File: config.mk
export PLATFORM = sky130hd
export DESIGN_NAME = contador_arbitro_flat
export DESIGN_NICKNAME = d
export VERILOG_FILES = /design/src/rtl/contador_arbitro_pkg.sv /design/src/rtl/contador_arbitro_if.sv /design/src/rtl/contador_arbitro_rr.sv /design/src/rtl/contador_arbitro.sv /design/src/flat_wrapper.sv
export SDC_FILE = /design/constraint.sdc
export NUM_CORES = 1
export LEC_CHECK = 0
export BUFFER_PORTS_ARGS = -buffer_cell sky130_fd_sc_hd__buf_2
export CORE_ASPECT_RATIO = 0.7
export CORE_MARGIN = 2
export CORE_UTILIZATION = 45
export CTS_BUF_LIST = sky130_fd_sc_hd__clkbuf_16
export DETAILED_ROUTE_END_ITERATION = 12
export PLACE_DENSITY = 0.63
export REMOVE_ABC_BUFFERS = 1
export SYNTH_ARGS = -nofsm -noshare
export SYNTH_HDL_FRONTEND = slang
export SYNTH_SLANG_ARGS = --single-unit
File: constraint.sdc
create_clock -name clk -period 3.15 [get_ports clk]
set_input_delay 0.63 -clock clk [delete_from_list [all_inputs] [get_ports clk]]
set_output_delay 0.63 -clock clk [all_outputs]
set_load 0.03 [all_outputs]
File: src/rtl/contador_arbitro_pkg.sv
// Shared types, constants and the round-robin pick helper for the
// arbitrated up/down counter and any other block that arbitrates a resource.
package contador_pkg;

    typedef enum logic [1:0] {
        IDLE  = 2'd0,
        GRANT = 2'd1,
        APPLY = 2'd2
    } state_t;

    localparam logic DIR_UP   = 1'b1;
    localparam logic DIR_DOWN = 1'b0;

    localparam logic [7:0] INIT_DEFAULT = 8'h6A;

    // The pick helper works on a fixed 8-wide request vector; callers pad.
    localparam int MAX_REQ = 8;
    localparam int IDX_W   = 3;

    // First set bit of req_v scanning upward from ptr, modulo n.
    function automatic logic [IDX_W-1:0] rr_pick(
        input logic [MAX_REQ-1:0] req_v,
        input logic [IDX_W-1:0]   ptr,
        input int                 n
    );
        logic [IDX_W-1:0] win_v;
        logic [IDX_W-1:0] idx_v;
        logic             found_v;
        win_v   = '0;
        found_v = 1'b0;
        for (int i = 0; i < MAX_REQ; i++) begin
            idx_v = IDX_W'((int'(ptr) + i) % n);
            if ((i < n) && !found_v && req_v[idx_v]) begin
                win_v   = idx_v;
                found_v = 1'b1;
            end else begin
                found_v = found_v;
            end
        end
        return win_v;
    endfunction

endpackage

File: src/rtl/contador_arbitro_if.sv
// Bus between the requesting agents and the shared counter.
interface contador_arbitro_if #(
    parameter int N_REQ = 4,
    parameter int WIDTH = 8
);
    logic [N_REQ-1:0] req;
    logic [N_REQ-1:0] dir;
    logic [N_REQ-1:0] gnt;
    logic [N_REQ-1:0] ack;
    logic [WIDTH-1:0] saida;
    logic             limite;
    logic             ocupado;

    modport master (
        output req, dir,
        input  gnt, ack, saida, limite, ocupado
    );

    modport slave (
        input  req, dir,
        output gnt, ack, saida, limite, ocupado
    );
endinterface

File: src/rtl/contador_arbitro_rr.sv
// Combinational round-robin picker: lowest-index request at or above ptr,
// wrapping around. Reusable in front of any shared resource.
module rr_arbitro
    import contador_pkg::*;
#(
    parameter int N_REQ = 4,
    parameter int PW    = (N_REQ > 1) ? $clog2(N_REQ) : 1
) (
    input  logic [N_REQ-1:0] req,
    input  logic [PW-1:0]    ptr,
    output logic [PW-1:0]    winner,
    output logic             valid
);

    // Widen to the helper's fixed width, pick, and narrow back.
    always_comb begin
        winner = PW'(rr_pick(MAX_REQ'(req), IDX_W'(ptr), N_REQ));
        valid  = |req;
    end

endmodule

File: src/rtl/contador_arbitro.sv
// Shared up/down counter behind a round-robin arbiter. One operation per
// grant: IDLE picks a winner, GRANT precomputes the result, APPLY commits
// it and pulses ack (and limite when the bound was hit).
module contador_arbitro
    import contador_pkg::*;
#(
    parameter int               N_REQ    = 4,
    parameter int               WIDTH    = 8,
    parameter logic [WIDTH-1:0] INIT     = WIDTH'(INIT_DEFAULT),
    parameter bit               SATURATE = 1'b0
) (
    input logic               clk,
    input logic               rst_n,
    contador_arbitro_if.slave bus
);

    localparam int               PW       = (N_REQ > 1) ? $clog2(N_REQ) : 1;
    localparam logic [PW-1:0]    LAST_IDX = PW'(N_REQ - 1);
    localparam logic [N_REQ-1:0] ONEHOT0  = {{(N_REQ-1){1'b0}}, 1'b1};
    localparam logic [WIDTH-1:0] MAX_VAL  = {WIDTH{1'b1}};
    localparam logic [WIDTH-1:0] MIN_VAL  = {WIDTH{1'b0}};
    localparam logic [WIDTH-1:0] ONE_VAL  = {{(WIDTH-1){1'b0}}, 1'b1};

    state_t           state_r;
    logic [PW-1:0]    rr_ptr_r;
    logic [PW-1:0]    win_r;
    logic             op_dir_r;
    logic [WIDTH-1:0] next_val_r;
    logic             next_lim_r;
    logic [N_REQ-1:0] gnt_r;
    logic [N_REQ-1:0] ack_r;
    logic [WIDTH-1:0] saida_r;
    logic             limite_r;
    logic             ocupado_r;

    logic [N_REQ-1:0] cand_s;
    logic [PW-1:0]    win_s;
    logic             win_valid_s;
    logic [WIDTH-1:0] calc_val_s;
    logic             calc_lim_s;

    // A requester acked this cycle still holds a stale req; keep it out.
    assign cand_s = bus.req & ~ack_r;

    rr_arbitro #(
        .N_REQ (N_REQ),
        .PW    (PW)
    ) u_rr (
        .req    (cand_s),
        .ptr    (rr_ptr_r),
        .winner (win_s),
        .valid  (win_valid_s)
    );

    // Result of the latched operation, wrapping or clamping at the bounds.
    always_comb begin
        calc_val_s = saida_r;
        calc_lim_s = 1'b0;
        if (op_dir_r == DIR_UP) begin
            if (saida_r == MAX_VAL) begin
                calc_lim_s = 1'b1;
                if (SATURATE) begin
                    calc_val_s = saida_r;
                end else begin
                    calc_val_s = MIN_VAL;
                end
            end else begin
                calc_val_s = saida_r + ONE_VAL;
            end
        end else begin
            if (saida_r == MIN_VAL) begin
                calc_lim_s = 1'b1;
                if (SATURATE) begin
                    calc_val_s = saida_r;
                end else begin
                    calc_val_s = MAX_VAL;
                end
            end else begin
                calc_val_s = saida_r - ONE_VAL;
            end
        end
    end

    // Arbitration FSM and counter register; every output is registered here.
    always_ff @(posedge clk) begin
        if (!rst_n) begin
            state_r    <= IDLE;
            rr_ptr_r   <= '0;
            win_r      <= '0;
            op_dir_r   <= DIR_DOWN;
            next_val_r <= INIT;
            next_lim_r <= 1'b0;
            gnt_r      <= '0;
            ack_r      <= '0;
            saida_r    <= INIT;
            limite_r   <= 1'b0;
            ocupado_r  <= 1'b0;
        end else begin
            case (state_r)
                IDLE: begin
                    ack_r    <= '0;
                    limite_r <= 1'b0;
                    if (win_valid_s) begin
                        gnt_r     <= ONEHOT0 << win_s;
                        win_r     <= win_s;
                        op_dir_r  <= bus.dir[win_s];
                        ocupado_r <= 1'b1;
                        state_r   <= GRANT;
                    end else begin
                        state_r   <= IDLE;
                    end
                end
                GRANT: begin
                    next_val_r <= calc_val_s;
                    next_lim_r <= calc_lim_s;
                    state_r    <= APPLY;
                end
                APPLY: begin
                    saida_r   <= next_val_r;
                    limite_r  <= next_lim_r;
                    ack_r     <= ONEHOT0 << win_r;
                    gnt_r     <= '0;
                    rr_ptr_r  <= (win_r == LAST_IDX) ? '0 : (win_r + PW'(1));
                    ocupado_r <= 1'b0;
                    state_r   <= IDLE;
                end
                default: begin
                    gnt_r     <= '0;
                    ack_r     <= '0;
                    limite_r  <= 1'b0;
                    ocupado_r <= 1'b0;
                    state_r   <= IDLE;
                end
            endcase
        end
    end

    assign bus.gnt     = gnt_r;
    assign bus.ack     = ack_r;
    assign bus.saida   = saida_r;
    assign bus.limite  = limite_r;
    assign bus.ocupado = ocupado_r;

endmodule

File: src/flat_wrapper.sv
// flat-port wrapper written by rule: the top's interface ports become plain ports
module contador_arbitro_flat import contador_pkg::*;
#(
    parameter int               N_REQ    = 4,
    parameter int               WIDTH    = 8,
    parameter logic [WIDTH-1:0] INIT     = WIDTH'(INIT_DEFAULT),
    parameter bit               SATURATE = 1'b0
)
  (clk, rst_n, bus_req, bus_dir, bus_gnt, bus_ack, bus_saida, bus_limite, bus_ocupado);
  contador_arbitro_if #(.N_REQ(N_REQ), .WIDTH(WIDTH)) bus_i ();
  input logic clk;
  input logic rst_n;
  input wire logic [$bits(bus_i.req)-1:0] bus_req;
  input wire logic [$bits(bus_i.dir)-1:0] bus_dir;
  output wire logic [$bits(bus_i.gnt)-1:0] bus_gnt;
  output wire logic [$bits(bus_i.ack)-1:0] bus_ack;
  output wire logic [$bits(bus_i.saida)-1:0] bus_saida;
  output wire logic [$bits(bus_i.limite)-1:0] bus_limite;
  output wire logic [$bits(bus_i.ocupado)-1:0] bus_ocupado;
  assign bus_i.req = bus_req;
  assign bus_i.dir = bus_dir;
  assign bus_gnt = bus_i.gnt;
  assign bus_ack = bus_i.ack;
  assign bus_saida = bus_i.saida;
  assign bus_limite = bus_i.limite;
  assign bus_ocupado = bus_i.ocupado;
  contador_arbitro #(.N_REQ(N_REQ), .WIDTH(WIDTH), .INIT(INIT), .SATURATE(SATURATE)) u_core (.clk(clk), .rst_n(rst_n), .bus(bus_i));
endmodule
== Word level (Yosys, flattened, before mapping) ==
Cells that the tools add are included.

* Output and inout bits: 18
* Logic and storage cells: 81
* Flip-flop bits (word level): 34

* $add $sub $neg: 6
* Reduce and logical (&&, ||, !) cells: 14
* Bitwise logic cells: 6
* Equal/unequal tests: 5
* Shift operators: 2
* Order comparisons: 5
* Muxes and demuxes: 32

{| class="wikitable"
|+ Operators with widths
! cell !! count
|-
| 2-to-1 mux 8 bit || 3
|-
| case mux 4 bit (2 select lines) || 2
|-
| 2-to-1 mux 1 bit || 13
|-
| less-than comparator 3 x 4 -> 1 bit (second input constant) || 3
|-
| 2-to-1 mux 2 bit || 5
|-
| binary-select mux 1 bit (select 3 bit) || 3
|-
| adder 8 x 1 -> 8 bit (second input constant) || 1
|-
| equality test 8 bit (second input constant) || 1
|-
| logical NOT 8 bit || 1
|-
| left shift 1 x 2 -> 4 bit (first input constant) || 2
|-
| subtractor 8 x 1 -> 8 bit (second input constant) || 1
|-
| OR reduction 2 bit || 3
|-
| adder 2 x 1 -> 2 bit (second input constant) || 2
|-
| adder 2 bit (second input constant) || 2
|-
| AND 4 bit || 1
|-
| binary-select mux 1 bit (select 2 bit) || 2
|-
| equality test 2 bit (second input constant) || 2
|-
| less-than comparator 2 x 4 -> 1 bit (second input constant) || 1
|-
| 2-to-1 mux 4 bit || 1
|-
| NOT 4 bit || 1
|-
| case mux 1 bit (2 select lines) || 2
|-
| case mux 2 bit (2 select lines) || 1
|-
| AND reduction 2 bit || 2
|-
| OR reduction 4 bit || 1
|-
| 8 further kinds || 14
|}

== Depth between registers and ports, before layout ==
* Depth in word-level cells: 17
* Mapped depth: 8
* Depth with buffers taken out: 7

== By module ==
A second synthesis with hierarchy kept.

* Cell total of the unflattened synthesis: 220
* Area, all modules: 1791.7 um^2

{| class="wikitable"
|+ By module, submodules not included
! module !! cells an instance !! area each (um^2) !! instances !! seq. area each (um^2)
|-
| contador_arbitro || 205 || 1714.1 || 1 || 680.7
|-
| rr_arbitro || 15 || 77.6 || 1 || 0.0
|}

== Worst setup path after synthesis ==
OpenSTA, ideal clock, no wires.

* Path type: reg-to-reg
* Start point: register u_core.saida_r[0], in the netlist u_core.bus.saida[0]
* End point: register u_core.next_val_r[3]
* Slack: 1251 ps
* Cell stages (with the launch flop): 9
* Path buffers: 1
* Data required time: 3018 ps
* Library setup time: 132 ps
* Arrival: 1767 ps
* Cell sequence: dfxtp_1 clkbuf_1 inv_1 ha_1 nor3b_1 nand2_1 a21oi_1 a211oi_1 o21ai_1

* Longest elaborated chain between the ends: 3
* Elaborated cells on any way between the ends: 7
* Classes of those cells: add/sub (2); eq/ne (1); mux (3); reduce/logical (1)

{| class="wikitable"
|+ RTL lines
! element !! RTL line !! text
|-
| start, declared || contador_arbitro.sv:32 || <nowiki>logic [WIDTH-1:0] saida_r;</nowiki>
|-
| start signal, assigned || contador_arbitro.sv:119 || <nowiki>saida_r <= next_val_r;</nowiki>
|-
| subtractor 8 x 1 -> 8 bit, or another cell as far along || contador_arbitro.sv:79 || <nowiki>calc_val_s = saida_r - ONE_VAL;</nowiki>
|-
| 2-to-1 mux 8 bit (on tied branches) || contador_arbitro.sv:71, contador_arbitro.sv:60 ||
|-
| 2-to-1 mux 8 bit (*) || contador_arbitro.sv:59 || <nowiki>if (op_dir_r == DIR_UP) begin</nowiki>
|-
| end signal, assigned || contador_arbitro.sv:114 || <nowiki>next_val_r <= calc_val_s;</nowiki>
|-
| end, declared || contador_arbitro.sv:28 || <nowiki>logic [WIDTH-1:0] next_val_r;</nowiki>
|}

Every way passes the cells marked *; elsewhere a longest branch is shown, timed or not.
A chain may end at the register's enable or synchronous reset.

== Worst setup path after layout ==
Ends and elaborated chain as after synthesis.

==> impl_results.md <==
* Status: finished, final reports clean
* DP Cell Count at 293
* Final Cycle Share at 0.594
* Syn. warnings at 0
* Clk sink count at 34
* Worst-path fanout max at 13
* Most common cell after layout, fill and taps aside: dfxtp_1
* Clock skew at 0.00417 ns
* CTS Buffer Depth at 2
* Worst r2r path cells at 7
* CP peak stage delay at 0.58 ns
* FMAX at 0.534 GHz
* Number of buffers created by CTS at 5
* Register area share after synthesis at 0.367
* Worst EP arrival at 2.01 ns
* # IOs at 28
* DP HPWL at 2840 microns
* Hold_buf cts at 0
* Final Worst Setup Slack at 1.28 ns
* Multi-input gate area at 1100 sq um
* Crit Path Class: reg2reg
* Total negative slack at 0 ns
* Max-cap viol count at 0
* Root buf cell: clkbuf_16
* DRT antenna net count at 0
* GP Congestion at 0.809
* CP Launch Type: register
* Cell Rows at 19
* Largest net degree at the start of global routing at 33
* Starting Density at 0.470
* Mapped Area at 1850 sq um
* Distinct cell type count after synthesis at 46
* Top area cells in the synthesized netlist: dfxtp_1 (37%), nand2_1 (6.5%), ha_1 (4.7%), nor2b_1 (4.1%), a21oi_1 (3.5%)
* Worst path required time at 3.29 ns
* CP bufs+invs at 1
* PwrDens at 558 nW/um^2
* Pwr Total at 1210 uW
* Nets@finish at 265
* Grt ovf at 0
* # port buffers at 27
* CTS tree: built
* Final Critical Period at 1.87 ns
* Global-route wire length before repair at 7000 microns
* Number of global-route vias before repair at 1409
* Avg WL per Cell at 13.4 microns
* Antenna cells at 0
* Worst slew pin tran at 0.641 ns
* Total Routed Length at 4030 microns
* Hold WC Path Type: reg2reg
* Worst-Skew Late Latency at 0.28 ns
* Reg clk slew, reported paths at 0.06 ns
* Number of fill cells in the layout at 392
* CORE AREA at 3950 sq um
* Area leader, netlist: dfxtp_1
* Final Slew Violations at 0
* Dpl ws at 1.09 ns
* Final setup viols at 0
* CTS resizes at 0
* Initial DRC Count at 120
* Aggregate global-route resource usage at 0.196
* Reg area at 681 sq um
* Layout cells sized above 1 at 0.169
* Drt via density at 5.32
* CP top delay family: flip-flops
* Final Hold Viols at 0
* DIE AREA at 4660 sq um
* Mean Syn Cell Area at 8.16 sq um
* Cell Chain, Critical Path: inv_1, ha_1, nor3b_1, nand2_1, a21oi_1, a211oi_1, o21ai_1
* Hold Path Stages at 2
* Post-route insts no fill at 301
* Final routed DRC violation total at 0
* Max VDD drop at 0.393 mV
* Pre-antenna DRT Iters at 4
* H-tree depth at 2
* Top cell type's share of synthesized area at 0.367
* Commonest cells after routing, fill and taps aside: dfxtp_1 (34), nand2_1 (32), buf_2 (27)
* Via count at 1602
* Die height at 57.7 microns
* #FFs+latches synth at 34
* CP max-delay cell: dfxtp_1
* WP depth at 7
* Die width at 80.7 microns
* Postcts setup bufs at 0
* Worst setup EP type: register
* Leakage power at 0.000854 uW
* RSZ-0062 raised after global routing: no
* Slew HR at 0.572
* Layout area overhead at 17.5%
* Post-synthesis cell count at 227
* Initial antenna violation count at 0
## sequential cells by signal, summed over array words and instances, names as in the netlist, 2 cells and up
signal,cells
u_core.next_val_r,8
u_core.bus.gnt,4
u_core.win_r,2
u_core.state_r,2
u_core.rr_ptr_r,2
u_core.bus.ack,4
u_core.bus.saida,8
## synth_stat cells (all sizes together)
cell type   n
a311oi      1
nand2      32
nand3b      4
and3        1
buf         2
dfxtp      34
o211a       1
a211oi      2
xor2        5
clkbuf     13
and4        1
ha          7
nand2b      9
o211ai      4
o221a       1
or3         1
or4b        1
and2        2
a221oi      2
o311a       1
a31oi       1
nor4        2
mux2i       2
or2b        1
xnor2       4
nor3        3
nor3b       4
nand4       2
o21ai      15
nor2b      12
o221ai      1
o31ai       1
a41oi       1
a22oi       6
nor2       13
a21boi      8
a21oi      13
a41o        1
inv         4
nand3       9
## worst min-delay path, stage by stage, from the launching register on
cell      delay [ns]
dfxtp_1         0.30
nand2_1         0.05
a21boi_1        0.05
## layout make-up
cell class / count / share of cell area
timing repair buffer: 29 / 0.0690
inverter: 4 / 0.00690
clock inverter: 3 / 0.0190
tap: 52 / 0.0299
sequential: 34 / 0.313
clock buffer: 5 / 0.0575
multi-input combinational: 174 / 0.505
## routing by layer
| layer | global-route usage | vias to the layer above | wire [microns] |
|---|---|---|---|
| li1 | - | 845 | - |
| met1 | 0.308 | 733 | 2310 |
| met2 | 0.254 | 20 | 1550 |
| met3 | 0.0561 | 4 | 134 |
| met4 | 0.0654 | 0 | 30 |
| met5 | 0 | - | 0 |
## worst paths after layout
path	slack (ns)	endpoint	startpoint
worst max-delay path	1.28	u_core.next_val_r[3]	u_core.bus.saida[0]
worst min-delay path	0.45	u_core.bus.saida[7]	u_core.next_val_r[7]
worst max register to register	1.28	u_core.next_val_r[3]	u_core.bus.saida[0]
worst min register to register	0.45	u_core.bus.saida[7]	u_core.next_val_r[7]
## stage by stage
stage | cell area, sq um | hold slack (ns) | util
finish | 2180 | 0.448 | 0.552
global route | 2180 | 0.468 | 0.552
CTS | 2180 | 0.451 | 0.552
detailed placement | 2010 | 0.444 | 0.510
global placement | 2010 | 0.441 | 0.510
floorplan | 1800 | 0.428 | -
## cells by family after synthesis
group / share of synthesized area
AO/OA/AOI/OAI: 0.218
XOR/XNOR: 0.0425
adder cells (fa/ha/maj): 0.0473
buffers and inverters: 0.0392
flip-flops: 0.367
multiplexers: 0.0108
AND/OR/NAND/NOR: 0.275
## where the power goes
group | internal [uW] | total (uW) | leakage, uW | switching [uW]
Clock | 370 | 547 | 0.0000812 | 177
Combinational | 70.1 | 171 | 0.000495 | 101
Sequential | 458 | 496 | 0.000278 | 37.7
(Power assumes the default switching activity.)
